==> config.mk <==
export PLATFORM = sky130hd
export DESIGN_NAME = lab2_proc_fetch_buf
export DESIGN_NICKNAME = d
export VERILOG_FILES = /design/src/rtl/lab2_proc_fetch_buf.sv
export SDC_FILE = /design/constraint.sdc
export NUM_CORES = 1
export LEC_CHECK = 0
export CORE_ASPECT_RATIO = 0.5
export CORE_UTILIZATION = 49
export DETAILED_ROUTE_END_ITERATION = 8
export GPL_TIMING_DRIVEN = 0
export MAX_ROUTING_LAYER = met4
export PLACE_DENSITY = 0.89
export SLEW_MARGIN = 40
export SYNTH_ARGS = -nofsm -noshare
export SYNTH_HDL_FRONTEND = slang
export SYNTH_SLANG_ARGS = --single-unit
==> constraint.sdc <==
create_clock -name clk -period 8.5 [get_ports clk]
set_input_delay 1.275 -clock clk [delete_from_list [all_inputs] [get_ports clk]]
set_output_delay 1.275 -clock clk [all_outputs]
set_load 0.01 [all_outputs]
==> src/rtl/lab2_proc_fetch_buf.sv <==
// Fetch-to-decode instruction buffer. Tracks in-flight imem requests so that
// responses belonging to a squashed fetch path are discarded on arrival.
module lab2_proc_fetch_buf #(
  parameter int p_entries = 2
) (
  input  logic        clk,
  input  logic        reset_n,
  input  logic        req_fire,
  output logic        req_allow,
  input  logic        enq_val,
  output logic        enq_rdy,
  input  logic [31:0] enq_inst,
  input  logic [31:0] enq_pc,
  input  logic        squash,
  output logic        deq_val,
  input  logic        deq_rdy,
  output logic [31:0] deq_inst,
  output logic [31:0] deq_pc,
  output logic [2:0]  deq_imm_type
);

  localparam int PW = $clog2(p_entries);
  localparam int CW = $clog2(p_entries + 1);

  logic [PW-1:0] rd_ptr_q, rd_ptr_d, wr_ptr_q, wr_ptr_d;
  logic [CW-1:0] count_q, count_d;
  logic [CW-1:0] outstanding_q, outstanding_d;
  logic [CW-1:0] drop_cnt_q, drop_cnt_d;

  logic [p_entries-1:0][31:0] inst_q, inst_d;
  logic [p_entries-1:0][31:0] pc_q, pc_d;
  logic [p_entries-1:0][2:0]  imm_q, imm_d;

  logic enq_acc, wr_fire, deq_fire;

  function automatic logic [2:0] imm_type_of(input logic [6:0] opc);
    case (opc)
      7'b0010011, 7'b0000011, 7'b1100111: imm_type_of = 3'd0;
      7'b0100011:                         imm_type_of = 3'd1;
      7'b1100011:                         imm_type_of = 3'd2;
      7'b0110111, 7'b0010111:             imm_type_of = 3'd3;
      7'b1101111:                         imm_type_of = 3'd4;
      default:                            imm_type_of = 3'd7;
    endcase
  endfunction

  assign req_allow    = (int'(outstanding_q) + int'(count_q)) < p_entries;
  assign enq_rdy      = (drop_cnt_q != '0) || (int'(count_q) < p_entries);
  assign deq_val      = (count_q != '0) && !squash;
  assign deq_inst     = inst_q[rd_ptr_q];
  assign deq_pc       = pc_q[rd_ptr_q];
  assign deq_imm_type = imm_q[rd_ptr_q];

  // A response with nothing outstanding is a protocol error and is ignored.
  assign enq_acc  = enq_val && enq_rdy && (outstanding_q != '0);
  assign wr_fire  = enq_acc && (drop_cnt_q == '0) && !squash;
  assign deq_fire = deq_val && deq_rdy;

  always_comb begin
    rd_ptr_d      = rd_ptr_q;
    wr_ptr_d      = wr_ptr_q;
    count_d       = count_q;
    drop_cnt_d    = drop_cnt_q;
    outstanding_d = outstanding_q + CW'(req_fire) - CW'(enq_acc);
    inst_d        = inst_q;
    pc_d          = pc_q;
    imm_d         = imm_q;
    if (squash) begin
      // Everything still in flight belongs to the old path, except a request
      // fired this cycle, which is the redirected fetch.
      rd_ptr_d   = '0;
      wr_ptr_d   = '0;
      count_d    = '0;
      drop_cnt_d = outstanding_q - CW'(enq_acc);
    end else begin
      if (enq_acc && (drop_cnt_q != '0)) drop_cnt_d = drop_cnt_q - CW'(1);
      if (wr_fire)  wr_ptr_d = wr_ptr_q + PW'(1);
      if (deq_fire) rd_ptr_d = rd_ptr_q + PW'(1);
      count_d = count_q + CW'(wr_fire) - CW'(deq_fire);
    end
    if (wr_fire) begin
      inst_d[wr_ptr_q] = enq_inst;
      pc_d[wr_ptr_q]   = enq_pc;
      imm_d[wr_ptr_q]  = imm_type_of(enq_inst[6:0]);
    end
  end

  always_ff @(posedge clk or negedge reset_n) begin
    if (!reset_n) begin
      rd_ptr_q      <= '0;
      wr_ptr_q      <= '0;
      count_q       <= '0;
      outstanding_q <= '0;
      drop_cnt_q    <= '0;
    end else begin
      rd_ptr_q      <= rd_ptr_d;
      wr_ptr_q      <= wr_ptr_d;
      count_q       <= count_d;
      outstanding_q <= outstanding_d;
      drop_cnt_q    <= drop_cnt_d;
    end
  end

  // Payload storage carries no reset; valid state lives in count_q.
  always_ff @(posedge clk) begin
    inst_q <= inst_d;
    pc_q   <= pc_d;
    imm_q  <= imm_d;
  end

endmodule

# After elaboration in Yosys (flattened, before gate mapping)
# Index checks and enable logic that the tools add are counted.
[word_totals] reg_bits=142 elab_cells=74 in_bits=70
[classes] eq_ne=8 reduce_logical=19 n_addsub=9 muxes=22 magnitude_cmp=5
[ops] cell="32-bit two-way mux" count=5
[ops] cell="64-bit bitwise mux" count=2
[ops] cell="32-bit demux with 1-bit select" count=1
[ops] cell="7-bit == test, second input constant" count=3
[ops] cell="3-bit one-hot mux with 5 select lines" count=1
[ops] cell="7-bit by 5-bit == test with 1-bit output, second input constant" count=2
[ops] cell="7-bit by 6-bit == test with 1-bit output, second input constant" count=2
[ops] cell="3-bit two-way mux" count=4
[ops] cell="2-bit nonzero test" count=6
[ops] cell="1-bit logical AND" count=8
[ops] cell="7-bit by 2-bit == test with 1-bit output, second input constant" count=1
[ops] cell="6-bit bitwise mux" count=1
[ops] cell="2-bit two-way mux" count=3
[ops] cell="2-bit by 1-bit subtractor with 2-bit output" count=3
[ops] cell="2-bit by 1-bit adder with 2-bit output" count=2
[ops] cell="1-bit by 2-bit less-than comparator with 1-bit output, second input constant" count=2
[ops] cell="1-bit two-way mux" count=4
[ops] cell="2-bit by 2-bit adder with 3-bit output" count=1
[ops] cell="3-bit demux with 1-bit select" count=1
[ops] cell="3-bit by 2-bit less-than comparator with 1-bit output, second input constant" count=1
[ops] cell="3-bit OR reduction" count=1
[ops] cell="1-bit adder, second input constant" count=2
[ops] cell="2-bit zero test" count=1
[ops] cell="2-bit less-than comparator, second input constant" count=1
[ops] cell="other kinds (5)" count=5

# Logic depth before layout (Yosys ltp)
# Gate-level depths: netlist of the first run.
[logic_depth] depth_word=9 depth_mapped=9

# Least setup slack after synthesis of the first run
# No wires, ideal clock.
[synth_timing] path_kind="input-to-reg" startpoint="input enq_val" endpoint="register imm_q[3] (netlist bit), enable pin" slack_ps=1414 required_ps=7911 setup_time_ps=589 path_stages=3 arrival_time_ps=6498 cell_sequence="o21ai_2 nand3b_1 nor3b_1"
[synth_via] elab_chain_cells=4
[synth_rtl] element="start, declared" line="10" rtl="input logic enq_val,"
[synth_rtl] element="1-bit logical AND (2 in series)" line="55" rtl="assign enq_acc = enq_val && enq_rdy && (outstanding_q != '0);"
[synth_rtl] element="1-bit logical AND (2 in series)" line="56" rtl="assign wr_fire = enq_acc && (drop_cnt_q == '0) && !squash;"
[synth_rtl] element="end signal, assigned" line="108" rtl="imm_q <= imm_d;"
[synth_rtl] element="end, declared" line="32" rtl="logic [p_entries-1:0][2:0] imm_q, imm_d;"
# Every way passes these cells.
# A chain may end at the register's enable or synchronous reset.

# Final worst setup path of the first run
[layout_timing] startpoint="input enq_val" endpoint="register pc_q[34] (netlist bit), enable pin"
[layout_via] elab_chain_cells=4
[layout_rtl] element="1-bit logical AND (2 in series)" line="55"
[layout_rtl] element="1-bit logical AND (2 in series)" line="56"
[layout_rtl] element="end signal, assigned" line="107" rtl="pc_q <= pc_d;"
[layout_rtl] element="end, declared" line="31" rtl="logic [p_entries-1:0][31:0] pc_q, pc_d;"
# Every way passes these cells.

==> results of run 1 <==
## worst max path at each step
stage,start,endpoint,slack (ns),cells past startpoint
finish,enq_val,pc_q[34]$_DFFE_PP_,4.91,9
global route,enq_val,pc_q[34]$_DFFE_PP_,4.80,9
CTS,enq_val,pc_q[34]$_DFFE_PP_,4.91,9
detailed placement,enq_val,pc_q[35]$_DFFE_PP_,4.51,9
global placement,enq_val,inst_q[58]$_DFFE_PP_,-1.84,4
floorplan,enq_val,imm_q[3]$_DFFE_PP_,1.41,3
## state kept, by name, summed over array words and instances, names as in the netlist
register       flops
count_q            2
pc_q              64
wr_ptr_q           1
imm_q              6
rd_ptr_q           1
outstanding_q      2
inst_q            64
drop_cnt_q         2
## logic make-up after synthesis
group	share of synthesized area [%]
AO/OA/AOI/OAI	1.61
adder cells (fa/ha/maj)	1.52
AND/OR/NAND/NOR	2.51
multiplexers	14.3
flip-flops	77.7
XOR/XNOR	0.644
buffers and inverters	1.79
## per-stage QoR
step / setup slack (ns) / setup TNS [ns]
3_3_place_gp: -1.84 / -208.20
3_5_place_dp: 4.51 / 0
2_1_floorplan: 1.41 / 0
4_1_cts: 4.91 / 0
5_1_grt: 4.80 / 0
6_report: 4.91 / 0
## area by class of cell
cell class | instances | share of cell area (%)
Tap cell | 140 | 2.26
Clock inverter | 9 | 1.84
Sequential cell | 142 | 54.6
Inverter | 9 | 0.437
Buffer | 9 | 0.825
Clock buffer | 22 | 5.74
Timing Repair Buffer | 159 | 19.7
Multi-Input combinational cell | 115 | 14.6
## layout by cell type (no fill, tap or decap), types with 2 or more instances in the layout
cell type / n
sky130_fd_sc_hd__o211ai_1: 2
sky130_fd_sc_hd__inv_1: 9
sky130_fd_sc_hd__clkinv_2: 3
sky130_fd_sc_hd__mux2_2: 68
sky130_fd_sc_hd__nand2_1: 5
sky130_fd_sc_hd__clkinv_1: 2
sky130_fd_sc_hd__and2b_2: 2
sky130_fd_sc_hd__nor2_1: 4
sky130_fd_sc_hd__dfrtp_1: 8
sky130_fd_sc_hd__clkbuf_1: 5
sky130_fd_sc_hd__xnor2_1: 3
sky130_fd_sc_hd__buf_4: 16
sky130_fd_sc_hd__bufinv_16: 4
sky130_fd_sc_hd__nand3b_1: 2
sky130_fd_sc_hd__clkbuf_16: 17
sky130_fd_sc_hd__edfxtp_1: 134
sky130_fd_sc_hd__clkdlybuf4s50_1: 138
sky130_fd_sc_hd__buf_2: 11
sky130_fd_sc_hd__and2_1: 2
sky130_fd_sc_hd__ha_1: 5
sky130_fd_sc_hd__buf_6: 3
sky130_fd_sc_hd__o21ai_0: 2
## tightest hold or removal path: stages, from the launching register on
cell and delay (ns):
sky130_fd_sc_hd__dfrtp_1 0.35, sky130_fd_sc_hd__o211ai_1 0.09, sky130_fd_sc_hd__o211ai_1 0.09
## metal layers
layer | vias up | routed length (um)
met1 | 1600 | 4600
met2 | 105 | 6490
met3 | 27 | 469
met5 | - | 0
li1 | 1433 | -
met4 | 0 | 290
## where the power goes
group	switching, mW	internal, mW	total, mW
registers	0.0199	0.821	0.841
logic	0.172	0.221	0.393
clock network	0.257	0.486	0.743
==> results.txt, run 1 <==
----------------------------------------------------
[Status]
  Status ... complete, no violations

[Clock tree]
  CTS tree ... built
  Clock Path Buffers ... 2
  Root Buffer Master ... sky130_fd_sc_hd__clkbuf_16
  Clock-pin slew on the worst setup and hold paths ... approximately 0.060 ns
  Clock insertion delay at the later pin of the skew report ... 0.40 ns
  Post-CTS sizing ... 0
  Cts bufs inserted ... 17
  Setup bufs post-CTS ... 0
  CTS hold repair buffers ... 0
  H-tree Lvls ... 4
  Number of sinks driven by the clock tree ... 142

[Power]
  Power density cells ... approximately 260 mW/mm^2
  VDD IR-drop max ... 0.140 mV
  Pleak ... 2.73 nW
  Total Power Consumption ... 1.98 mW

[Cells and area]
  Footprint of the multi-input gates ... ~0.0011 mm^2
  Sequential Area ... 0.00422 mm^2
  Number of antenna repair diodes ... 0
  Area grow syn2layout ... 42.3%
  Post-Layout Inst Area ... approximately 0.0077 mm^2
  Number of filler cells placed in the layout ... between 600 and 700
  Net total in the final layout ... roughly 530
  Final core utilization ... approximately three quarters
  Fraction of final layout cells with drive strength greater than 1 ... between 20% and 30%
  Number of standard cells in the layout, taps in and fillers out ... just over 600

[Timing]
  Transition time at the pin with the least slew margin ... ~0.59 ns
  Final Hold Violating Endpoints ... 0
  Achievable frequency ... 0.278 GHz
  Final number of setup-violating endpoints ... 0
  Remaining max-slew budget at the tightest pin ... around three fifths
  Min Tclk post-route ... roughly 3.6 ns
  Worst-case clock skew ... around 0.0089 ns
  Worst hold margin ... ~0.57 ns
  Slew Viols, Final ... 0
  Unrepaired setup endpoints after global routing ... no
  Post-route clock period utilization ... 42.3%

[Yosys]
  Synthesis-stage register bit count ... roughly 140
  Cells taking the most area after synthesis ... sky130_fd_sc_hd__edfxtp_1 74%, sky130_fd_sc_hd__mux2_2 14%, sky130_fd_sc_hd__dfrtp_1 3.7%
  Synth Instances ... around 280
  Most frequent cell after synthesis ... sky130_fd_sc_hd__edfxtp_1
  Post-synthesis average cell area ... just under 20 um^2
  Proportion of synthesized chip area in sequential cells ... between 70% and 80%
  Most used DFF post-synth ... sky130_fd_sc_hd__edfxtp_1
  Number of synthesized flops with an enable pin ... around 130
  Share of Yosys cell area claimed by the top area cell type ... between 70 and 80%
  Number of synthesis warnings ... 0
  Net count of the mapped netlist ... between 300 and 400
  Summed instance area of the synthesized netlist ... around 0.0054 mm^2
  Number of distinct library cell variants in the gate-level netlist after synthesis ... 34
  Cell taking the most area after synthesis ... sky130_fd_sc_hd__edfxtp_1
  Post-synthesis async set-or-reset flop share ... roughly 5.6%
  Cell types with the highest counts after synthesis ... 134 x sky130_fd_sc_hd__edfxtp_1, 68 x sky130_fd_sc_hd__mux2_2, 9 x sky130_fd_sc_hd__inv_1

[Place]
  Cell area after placement ... just over 0.007 mm^2
  HPWL after detailed placement ... between 8000 and 9000 um
  Number of instances in the placed design ... between 500 and 600
  Port Buffer Count ... ~140
  GP Congestion ... around 0.75

[Floorplanning]
  Initial core utilization ... approximately half
  Placeable Area ... 0.0105 mm^2
  I/O pin count ... between 100 and 150
  Std-Cell Rows ... 26
  Floorplan die area ... around 0.012 mm^2
  Die width ... between 150 and 200 um
  Die Span Y ... ~77 um

[Global route]
  Met1 GRT Util ... about a quarter
  Met3 usage ... between 4 and 5%
  Number of antenna violations at the first check in global routing ... 0
  Maximum number of pins on one net before global-route repair ... 17
  Busiest grt layer ... met2
  Met2 Track Usage GR ... about 40%
  First-pass GRT wire length ... roughly 19000 um
  Number of global-route vias before repair ... approximately 3.5k
  GR Overflow Total ... 0
  Total Routing Usage GR ... roughly 23%

[Critical path]
  CP arrival ... ~3.7 ns
  Critical register-to-register path startpoint ... drop_cnt_q[0]$_DFFE_PN0P_
  Crit path buffers/inverters ... 6
  Setup slack of the most critical reg-to-reg path ... between 5 and 6 ns
  Crit-path max cell delay ... roughly 0.48 ns
  Crit-path cells ... clkdlybuf4s50_1 > o21ai_2 > nand3b_1 > nor3b_2 > buf_4 > buf_4 > buf_2 > buf_4 > buf_4
  Worst path top cell family by delay ... buffers and inverters
  Kind of critical path ... primary input to flip-flop
  Worst r2r dst ... pc_q[34]$_DFFE_PP_
  Worst-case reg-to-reg path depth ... 9
  Sort of element at the start of the critical path ... primary input
  Crit path max fanout ... 8
  Standard cell with the maximum stage delay on the critical path ... sky130_fd_sc_hd__clkdlybuf4s50_1
  Critical Path End Type ... flip-flop
  Crit path top cell by count ... sky130_fd_sc_hd__buf_4
  Required time of the critical path ... ~8.6 ns

[Routing]
  Drt via density ... ~5.2
  Aggregate routed wire length ... between 10000 and 15000 um
  Avg WL per Cell ... about 20 um
  First-pass DRT Iterations ... 5
  Post-detailed-route count of antenna-violating nets ... 0
  Number of vias after detailed routing ... approximately 3.2k
  Drt drc ... 0
  Initial drt markers ... 136

[Worst hold path]
  Hold path startpoint ... drop_cnt_q[1]$_DFFE_PN0P_
  Path category of the worst min-delay check ... flip-flop to flip-flop
  Worst-case hold path end point ... drop_cnt_q[1]$_DFFE_PN0P_
  Worst hold stages ... 2

[Flow run]
  Max-cap violations ... 0

----------------------------------------------------
Power figures use the tool's default switching activity.
==> run 2: changes to the inputs <==
--- a/config.mk
+++ b/config.mk
@@ -6,11 +6,11 @@
 export NUM_CORES = 1
 export LEC_CHECK = 0
 export CORE_ASPECT_RATIO = 0.5
-export CORE_UTILIZATION = 49
+export CORE_UTILIZATION = 44
 export DETAILED_ROUTE_END_ITERATION = 8
 export GPL_TIMING_DRIVEN = 0
 export MAX_ROUTING_LAYER = met4
-export PLACE_DENSITY = 0.89
+export PLACE_DENSITY = 0.85
 export SLEW_MARGIN = 40
 export SYNTH_ARGS = -nofsm -noshare
 export SYNTH_HDL_FRONTEND = slang
==> constraint.sdc (replaced) <==
create_clock -name clk -period 3.2 [get_ports clk]
set_input_delay 0.48 -clock clk [delete_from_list [all_inputs] [get_ports clk]]
set_output_delay 0.48 -clock clk [all_outputs]
set_load 0.01 [all_outputs]
==> run 2 against run 1 <==
Against the previous run:
- critical path depth decreased by 5
- utilization decreased by 8.5 points
- sequential share of layout area decreased by 0.17 points
- non-clock buffer count decreased by 8
- flip-flop and latch count unchanged
- first-iteration DRC count decreased by 1.5%
- die area increased by 11%
- cell count increased by 3.0%
- register-to-register slack got worse by 4.8 ns
- clock power increased to 2.6 times the previous value
- power increased to 2.6 times the previous value
- cell area increased by 0.31%
==> results.txt, run 2 (synthesis gave the netlist of run 1 again) <==
----------------------------------------------------
[Status]
  Status ... complete, no violations

[Power]
  Pleak ... 2.69 nW (-1.3%)
  Portion of total power attributed to the clock network ... 36.8% (-0.8 points)
  Net Switching ... 1.25 mW (+180%)
  Power density cells ... 665 mW/mm^2 (+160%)
  Switching Fraction ... 24.2% (+1.5 points)
  Cell-internal power ... 3.91 mW (+160%)
  Logic pwr share ... 19.9% (about the same)
  Power share of the sequential group ... 43.3% (+0.8 points)
  VDD IR-drop max ... 0.339 mV (+140%)
  Total Power Consumption ... 5.16 mW (+160%)

[Floorplanning]
  I/O pin count ... 140 (unchanged)
  Initial core utilization ... 45.7% (-6.1 points)
  Std-Cell Rows ... 28 (+7.7%)
  Die Span Y ... 80.6 um (+5.4%)
  Placeable Area ... 0.0119 mm^2 (+13%)
  Floorplan die area ... 0.0128 mm^2 (+11%)
  Die width ... 159 um (+5.5%)

[Flow run]
  Max-cap violations ... 0 (unchanged)

[Cells and area]
  Number of filler cells placed in the layout ... 789 (+28%)
  Number of antenna repair diodes ... 0 (unchanged)
  Most common library cell in the layout ignoring fill and taps ... sky130_fd_sc_hd__clkdlybuf4s50_1
  Sequential Area ... 0.00422 mm^2 (unchanged)
  Commonest cells after routing, fill and taps aside ... 138 x sky130_fd_sc_hd__clkdlybuf4s50_1, 134 x sky130_fd_sc_hd__edfxtp_1, 68 x sky130_fd_sc_hd__mux2_2
  Final core utilization ... 65.2% (-8.5 points)
  Regs by FF count ... inst_q: 64 flops, pc_q: 64 flops, imm_q: 6 flops
  Post-Layout Inst Area ... 0.00776 mm^2 (+0.31%)
  Area grow syn2layout ... 42.7%
  Fraction of final layout cells with drive strength greater than 1 ... 27.9% (+0.42 points)
  Footprint of the multi-input gates ... 0.00114 mm^2 (+1.1%)
  Net total in the final layout ... 521 (-1.5%)
  Number of standard cells in the layout, taps in and fillers out ... 623 (+3.0%)

[Global route]
  Number of global-route vias before repair ... 3282 (-5.5%)
  GR Overflow Total ... 0 (unchanged)
  Maximum number of pins on one net before global-route repair ... 17 (unchanged)
  Met1 GRT Util ... 19.1% (-6.2 points)
  Number of antenna violations at the first check in global routing ... 0 (unchanged)
  Met3 usage ... 4.70% (+0.39 points)
  Met2 Track Usage GR ... 33.1% (-6.6 points)
  First-pass GRT wire length ... 16800 um (-9.7%)
  Busiest grt layer ... met2
  Total Routing Usage GR ... 18.5% (-4.3 points)

[Clock tree]
  H-tree Lvls ... 4 (unchanged)
  CTS hold repair buffers ... 0 (unchanged)
  Clock insertion delay at the later pin of the skew report ... 0.41 ns (about the same)
  Clock-pin slew on the worst setup and hold paths ... 0.06 ns (about the same)
  Number of sinks driven by the clock tree ... 142 (unchanged)
  Setup bufs post-CTS ... 0 (unchanged)
  Cts bufs inserted ... 17 (unchanged)
  Root Buffer Master ... sky130_fd_sc_hd__clkbuf_16
  Post-CTS sizing ... 0 (unchanged)
  Clock Path Buffers ... 2 (unchanged)
  CTS tree ... built

[Routing]
  Initial drt markers ... 134 (-1.5%)
  First-pass DRT Iterations ... 4 (-1)
  Number of vias after detailed routing ... 3029 (-4.3%)
  Aggregate routed wire length ... 11200 um (-5.2%)
  Drt drc ... 0 (unchanged)
  Post-detailed-route count of antenna-violating nets ... 0 (unchanged)
  Avg WL per Cell ... 18.0 um (-7.9%)
  Drt via density ... 4.86 (-7.1%)

[Critical path]
  Standard cell with the maximum stage delay on the critical path ... sky130_fd_sc_hd__fa_1
  Kind of critical path ... flip-flop to output port
  Crit-path max cell delay ... 0.53 ns (+0.05 ns)
  Crit path max fanout ... 5 (-3)
  Critical Path End Type ... output port
  Crit-path cells ... inv_1 > fa_1 > and2_1 > clkdlybuf4s50_1
  CP arrival ... 2.10 ns (-1.60 ns)
  Required time of the critical path ... 2.72 ns (-5.88 ns)
  Sort of element at the start of the critical path ... flip-flop

[Place]
  HPWL after detailed placement ... 7710 um (-5.0%)
  GP Congestion ... 0.781 (+4.3%)
  Number of instances in the placed design ... 591 (+3.0%)
  Post-place setup slack ... 0.444 ns (-4.07 ns)
  Port Buffer Count ... 138 (unchanged)
  Cell area after placement ... 0.00719 mm^2 (+0.52%)

[Timing]
  Post-route clock period utilization ... around four fifths
  Remaining max-slew budget at the tightest pin ... 59.3% (-1.1 points)
  Transition time at the pin with the least slew margin ... 0.610 ns (+0.0231 ns)
  Worst hold margin ... 0.273 ns (-0.295 ns)
  Final number of setup-violating endpoints ... 0 (unchanged)
  Total negative slack ... 0 ns (unchanged)
  Worst-case clock skew ... 0.00630 ns (-0.00262 ns)
  Min Tclk post-route ... 2.58 ns
  Slew Viols, Final ... 0 (unchanged)
  Worst path setup slack after routing ... 0.621 ns (-4.29 ns)
  Final Hold Violating Endpoints ... 0 (unchanged)
  Unrepaired setup endpoints after global routing ... no
  Achievable frequency ... 0.388 GHz

[Worst hold path]
  Path category of the worst min-delay check ... primary input to flip-flop

----------------------------------------------------
-- run 2: changes by cell type in the layout (fill, tap and decap cells not counted), sizes merged --
cell	before	now
inv	9	10
bufinv	4	2
clkinv	5	9
clkinvlp	0	3
buf	30	22
clkbuf	22	17
-- run 2: area by class of cell --
class | instances | area share, %
Inverter | 9 | 0.435
Buffer | 9 | 0.822
Tap cell | 165 | 2.66
Timing Repair Buffer | 151 | 19.6
Multi-Input combinational cell | 115 | 14.7
Sequential cell | 142 | 54.4
Clock buffer | 17 | 5.48
Clock inverter | 15 | 1.90
-- run 2: power by group through the flow --
stage | Sequential, mW | Combinational, mW | Clock [mW]
floorplan | 2.26 | 0.515 | 0
global placement | 2.27 | 0.977 | 0
detailed placement | 2.27 | 1.03 | 0
CTS | 2.23 | 1.04 | 1.93
global route | 2.24 | 1.10 | 2.01
finish | 2.23 | 1.03 | 1.90
-- run 2: critical path: cells and delay by family (launching register included) --
| family | cells | cell delay (ns) |
|---|---|---|
| adder cells (fa/ha/maj) | 1 | 0.53 |
| AND/OR/NAND/NOR | 1 | 0.12 |
| buffers and inverters | 2 | 0.62 |
| flip-flops | 1 | 0.41 |
-- run 2: worst paths after layout --
kind                                      startpoint                        end  slack, ns  depth (start not counted)
max reg2reg                drop_cnt_q[1]$_DFFE_PN0P_       inst_q[61]$_DFFE_PP_       0.86                          6
min reg2reg                drop_cnt_q[1]$_DFFE_PN0P_  drop_cnt_q[1]$_DFFE_PN0P_       0.60                          2
max in group asynchronous                    reset_n  drop_cnt_q[0]$_DFFE_PN0P_       2.56                          1
min in group asynchronous                    reset_n       count_q[0]$_DFF_PN0_       0.36                          1
max                             count_q[1]$_DFF_PN0_                  req_allow       0.62                          4
min                                           squash       count_q[1]$_DFF_PN0_       0.27                          2
-- run 2: routing by layer --
layer / up-vias / share of wire, %
met1: 1518 / 39
met5: - / 0
met3: 25 / 3.6
met4: 0 / 3.0
li1: 1415 / -
met2: 71 / 55
==> run 3: changes to the inputs <==
--- a/config.mk
+++ b/config.mk
@@ -6,11 +6,11 @@
 export NUM_CORES = 1
 export LEC_CHECK = 0
 export CORE_ASPECT_RATIO = 0.5
-export CORE_UTILIZATION = 44
+export CORE_UTILIZATION = 49
 export DETAILED_ROUTE_END_ITERATION = 8
 export GPL_TIMING_DRIVEN = 0
 export MAX_ROUTING_LAYER = met4
-export PLACE_DENSITY = 0.85
+export PLACE_DENSITY = 0.89
 export SLEW_MARGIN = 40
 export SYNTH_ARGS = -nofsm -noshare
 export SYNTH_HDL_FRONTEND = slang
==> constraint.sdc (replaced) <==
create_clock -name clk -period 2.6 [get_ports clk]
set_input_delay 0.39 -clock clk [delete_from_list [all_inputs] [get_ports clk]]
set_output_delay 0.39 -clock clk [all_outputs]
set_load 0.01 [all_outputs]
==> run 3 against run 2 <==
Against the previous run:
- cell count shrank 3.5%
- highest routed layer unchanged
- clock power increased by 35%
- via count rose by 1.4%
- register-to-register slack got worse by 0.66 ns
- utilization increased by 9.3 points
- wire length rose by 3.3%
- critical path depth stayed put
- hold slack worse by 0.086 ns
- clock skew up 0.0034 ns
- cell area rose by 0.82%
- global-route usage up 3.6 points
- flip-flop and latch count stayed put
==> results.txt, run 3 (synthesis gave the netlist of run 1 again) <==
----------------------------------------------------
[Critical path]
  Number of cells on the critical path ... 4 (unchanged)
  Critical register-to-register path startpoint ... drop_cnt_q[0]$_DFFE_PN0P_
  Sort of element at the start of the critical path ... flip-flop
  Required time of the critical path ... 2.21 ns (-0.51 ns)
  Origin of the worst setup path ... count_q[1]$_DFF_PN0_
  Worst-case reg-to-reg path depth ... 8 (+2)
  Crit-path max cell delay ... 0.56 ns (+0.03 ns)
  Crit path max fanout ... 5 (unchanged)
  Standard cell with the maximum stage delay on the critical path ... sky130_fd_sc_hd__clkdlybuf4s50_1
  Crit-path cells ... inv_1 > fa_1 > and2_1 > clkdlybuf4s50_1
  Crit path buffers/inverters ... 2 (unchanged)
  Worst path top cell family by delay ... buffers and inverters
  Critical Path End Type ... output port
  CP arrival ... 2.12 ns (+0.02 ns)
  Kind of critical path ... flip-flop to output port

[Global route]
  First-pass GRT wire length ... 17700 um (+5.8%)
  Number of global-route vias before repair ... 3306 (+0.73%)
  Number of antenna violations at the first check in global routing ... 1 (+1)
  Met1 GRT Util ... 23.1% (+4.1 points)
  GR Overflow Total ... 0 (unchanged)
  Total Routing Usage GR ... 22.1% (+3.6 points)
  Met3 usage ... 5.21% (+0.51 points)
  Maximum number of pins on one net before global-route repair ... 17 (unchanged)
  Met2 Track Usage GR ... 39.0% (+6.0 points)
  Busiest grt layer ... met2

[Timing]
  Min Tclk post-route ... 2.51 ns
  Remaining max-slew budget at the tightest pin ... 60.7% (+1.4 points)
  Worst-case clock skew ... 0.00971 ns (+0.00341 ns)
  Worst path setup slack after routing ... 0.0884 ns (-0.533 ns)
  Slew Viols, Final ... 0 (unchanged)
  Unrepaired setup endpoints after global routing ... no
  Transition time at the pin with the least slew margin ... 0.582 ns (-0.0273 ns)
  Final number of setup-violating endpoints ... 0 (unchanged)
  Achievable frequency ... approximately 0.4 GHz
  Total negative slack ... 0 ns (unchanged)
  Final Hold Violating Endpoints ... 0 (unchanged)
  Post-route clock period utilization ... between 90 and 100%
  Worst hold margin ... 0.187 ns (-0.0860 ns)

[Routing]
  First-pass DRT Iterations ... 4 (unchanged)
  Post-detailed-route count of antenna-violating nets ... 0 (unchanged)
  Number of vias after detailed routing ... 3070 (+1.4%)
  Initial drt markers ... 152 (+13%)
  Drt via density ... 5.11 (+5.1%)
  Aggregate routed wire length ... 11600 um (+3.3%)
  Drt drc ... 0 (unchanged)
  Avg WL per Cell ... 19.3 um (+7.1%)

[Clock tree]
  H-tree Lvls ... 4 (unchanged)
  Cts bufs inserted ... 17 (unchanged)
  Root Buffer Master ... sky130_fd_sc_hd__clkbuf_16
  Clock insertion delay at the later pin of the skew report ... 0.41 ns (about the same)
  Clock Path Buffers ... 2 (unchanged)
  Number of sinks driven by the clock tree ... 142 (unchanged)
  Clock-pin slew on the worst setup and hold paths ... 0.06 ns (about the same)
  CTS tree ... built
  CTS hold repair buffers ... 0 (unchanged)

[Cells and area]
  Net total in the final layout ... 523 (+0.38%)
  Footprint of the multi-input gates ... 0.00115 mm^2 (+1.1%)
  Regs by FF count ... inst_q: 64 flops, pc_q: 64 flops, imm_q: 6 flops
  Post-Layout Inst Area ... 0.00783 mm^2 (+0.82%)
  Fraction of final layout cells with drive strength greater than 1 ... 28.3% (+0.31 points)
  Sequential Area ... 0.00423 mm^2 (about the same)
  Number of filler cells placed in the layout ... 622 (-21%)
  Commonest cells after routing, fill and taps aside ... 138 x sky130_fd_sc_hd__clkdlybuf4s50_1, 134 x sky130_fd_sc_hd__edfxtp_1, 68 x sky130_fd_sc_hd__mux2_2
  Number of standard cells in the layout, taps in and fillers out ... 601 (-3.5%)
  Area grow syn2layout ... 43.9%
  Most common library cell in the layout ignoring fill and taps ... sky130_fd_sc_hd__clkdlybuf4s50_1
  Final core utilization ... 74.5% (+9.3 points)

[Floorplanning]
  Floorplan die area ... 0.0116 mm^2 (-10%)
  Die width ... 151 um (-5.2%)
  Placeable Area ... 0.0105 mm^2 (-12%)
  Die Span Y ... 76.5 um (-5.1%)
  Std-Cell Rows ... 26 (-7.1%)
  Initial core utilization ... 51.8% (+6.1 points)
  I/O pin count ... 140 (unchanged)

[Power]
  Net Switching ... 1.53 mW (+22%)
  Total Power Consumption ... 6.64 mW (+29%)
  Logic pwr share ... 19.8% (about the same)
  VDD IR-drop max ... 0.555 mV (+64%)
  Switching Fraction ... 23.0% (-1.2 points)
  Power density cells ... 849 mW/mm^2 (+28%)
  Cell-internal power ... 5.11 mW (+31%)
  Portion of total power attributed to the clock network ... 38.8% (+2.0 points)
  Power share of the sequential group ... 41.5% (-1.8 points)
  Pleak ... 2.73 nW (+1.3%)

[Place]
  Number of instances in the placed design ... 566 (-4.2%)
  GP Congestion ... 0.746 (-4.4%)
  Port Buffer Count ... 138 (unchanged)
  Cell area after placement ... 0.00718 mm^2 (-0.16%)
  Post-place setup slack ... -0.327 ns (-0.771 ns)
  HPWL after detailed placement ... 7930 um (+2.9%)

[Worst hold path]
  Hold path startpoint ... squash
  Worst hold stages ... 2 (unchanged)
  Path category of the worst min-delay check ... primary input to flip-flop

[Flow run]
  Max-cap violations ... 0 (unchanged)

[Status]
  Status ... complete, no violations

----------------------------------------------------
## run 3: changes by cell type in the layout (fill, tap and decap cells not counted), sizes merged
cell	change
diode	+1
clkbuf	+2
clkinvlp	-2
buf	+1
clkinv	-1
bufinv	+3
inv	-1
## run 3: layout make-up
class / instances / share of cell area [%]
Sequential cell: 142 / 54.0
Timing Repair Buffer: 153 / 19.7
Multi-Input combinational cell: 115 / 14.7
Clock buffer: 18 / 5.48
Clock inverter: 14 / 2.53
Tap cell: 140 / 2.24
Buffer: 9 / 0.847
Inverter: 9 / 0.432
Antenna cell: 1 / 0.0320
## run 3: path summary, 6_finish.rpt
check	to	slack (ns)
min in group asynchronous	outstanding_q[0]$_DFF_PN0_	0.27
worst max register to register	inst_q[40]$_DFFE_PP_	0.20
worst max-delay path	req_allow	0.09
worst min-delay path	count_q[1]$_DFF_PN0_	0.19
worst min register to register	drop_cnt_q[1]$_DFFE_PN0P_	0.59
max in group asynchronous	count_q[1]$_DFF_PN0_	2.03
## run 3: per-layer routing
metal  vias to the layer above  share of wire, %  wire length [um]
met5                         -                 0                 0
met4                         0               2.3               266
met3                        22               3.9               458
met2                        79                55              6400
met1                      1551                39              4470
li1                       1418                 -                 -
## run 3: repair_timing
item | 4_1_cts | 5_1_grt
endpoints found under the setup margin | 0 | 14
gates resized for setup | 0 | 2
buffers inserted | 0 | 2
## run 3: power by group through the flow
| stage | clock (mW) | combinational (mW) | sequential [mW] |
|---|---|---|---|
| final | 2.57 | 1.32 | 2.75 |
| after global routing | 2.71 | 1.41 | 2.77 |
| after CTS | 2.61 | 1.32 | 2.75 |
| after detailed placement | 0 | 1.31 | 2.80 |
| after global placement | 0 | 1.22 | 2.80 |
| after floorplan | 0 | 0.652 | 2.78 |
## run 3: worst reg2reg max path: cells and delay by family, from the launching register on
family,cells,cell delay (ns)
adder cells (fa/ha/maj),1,0.16
buffers and inverters,5,0.81
AND/OR/NAND/NOR,2,0.73
flip-flops,1,0.40
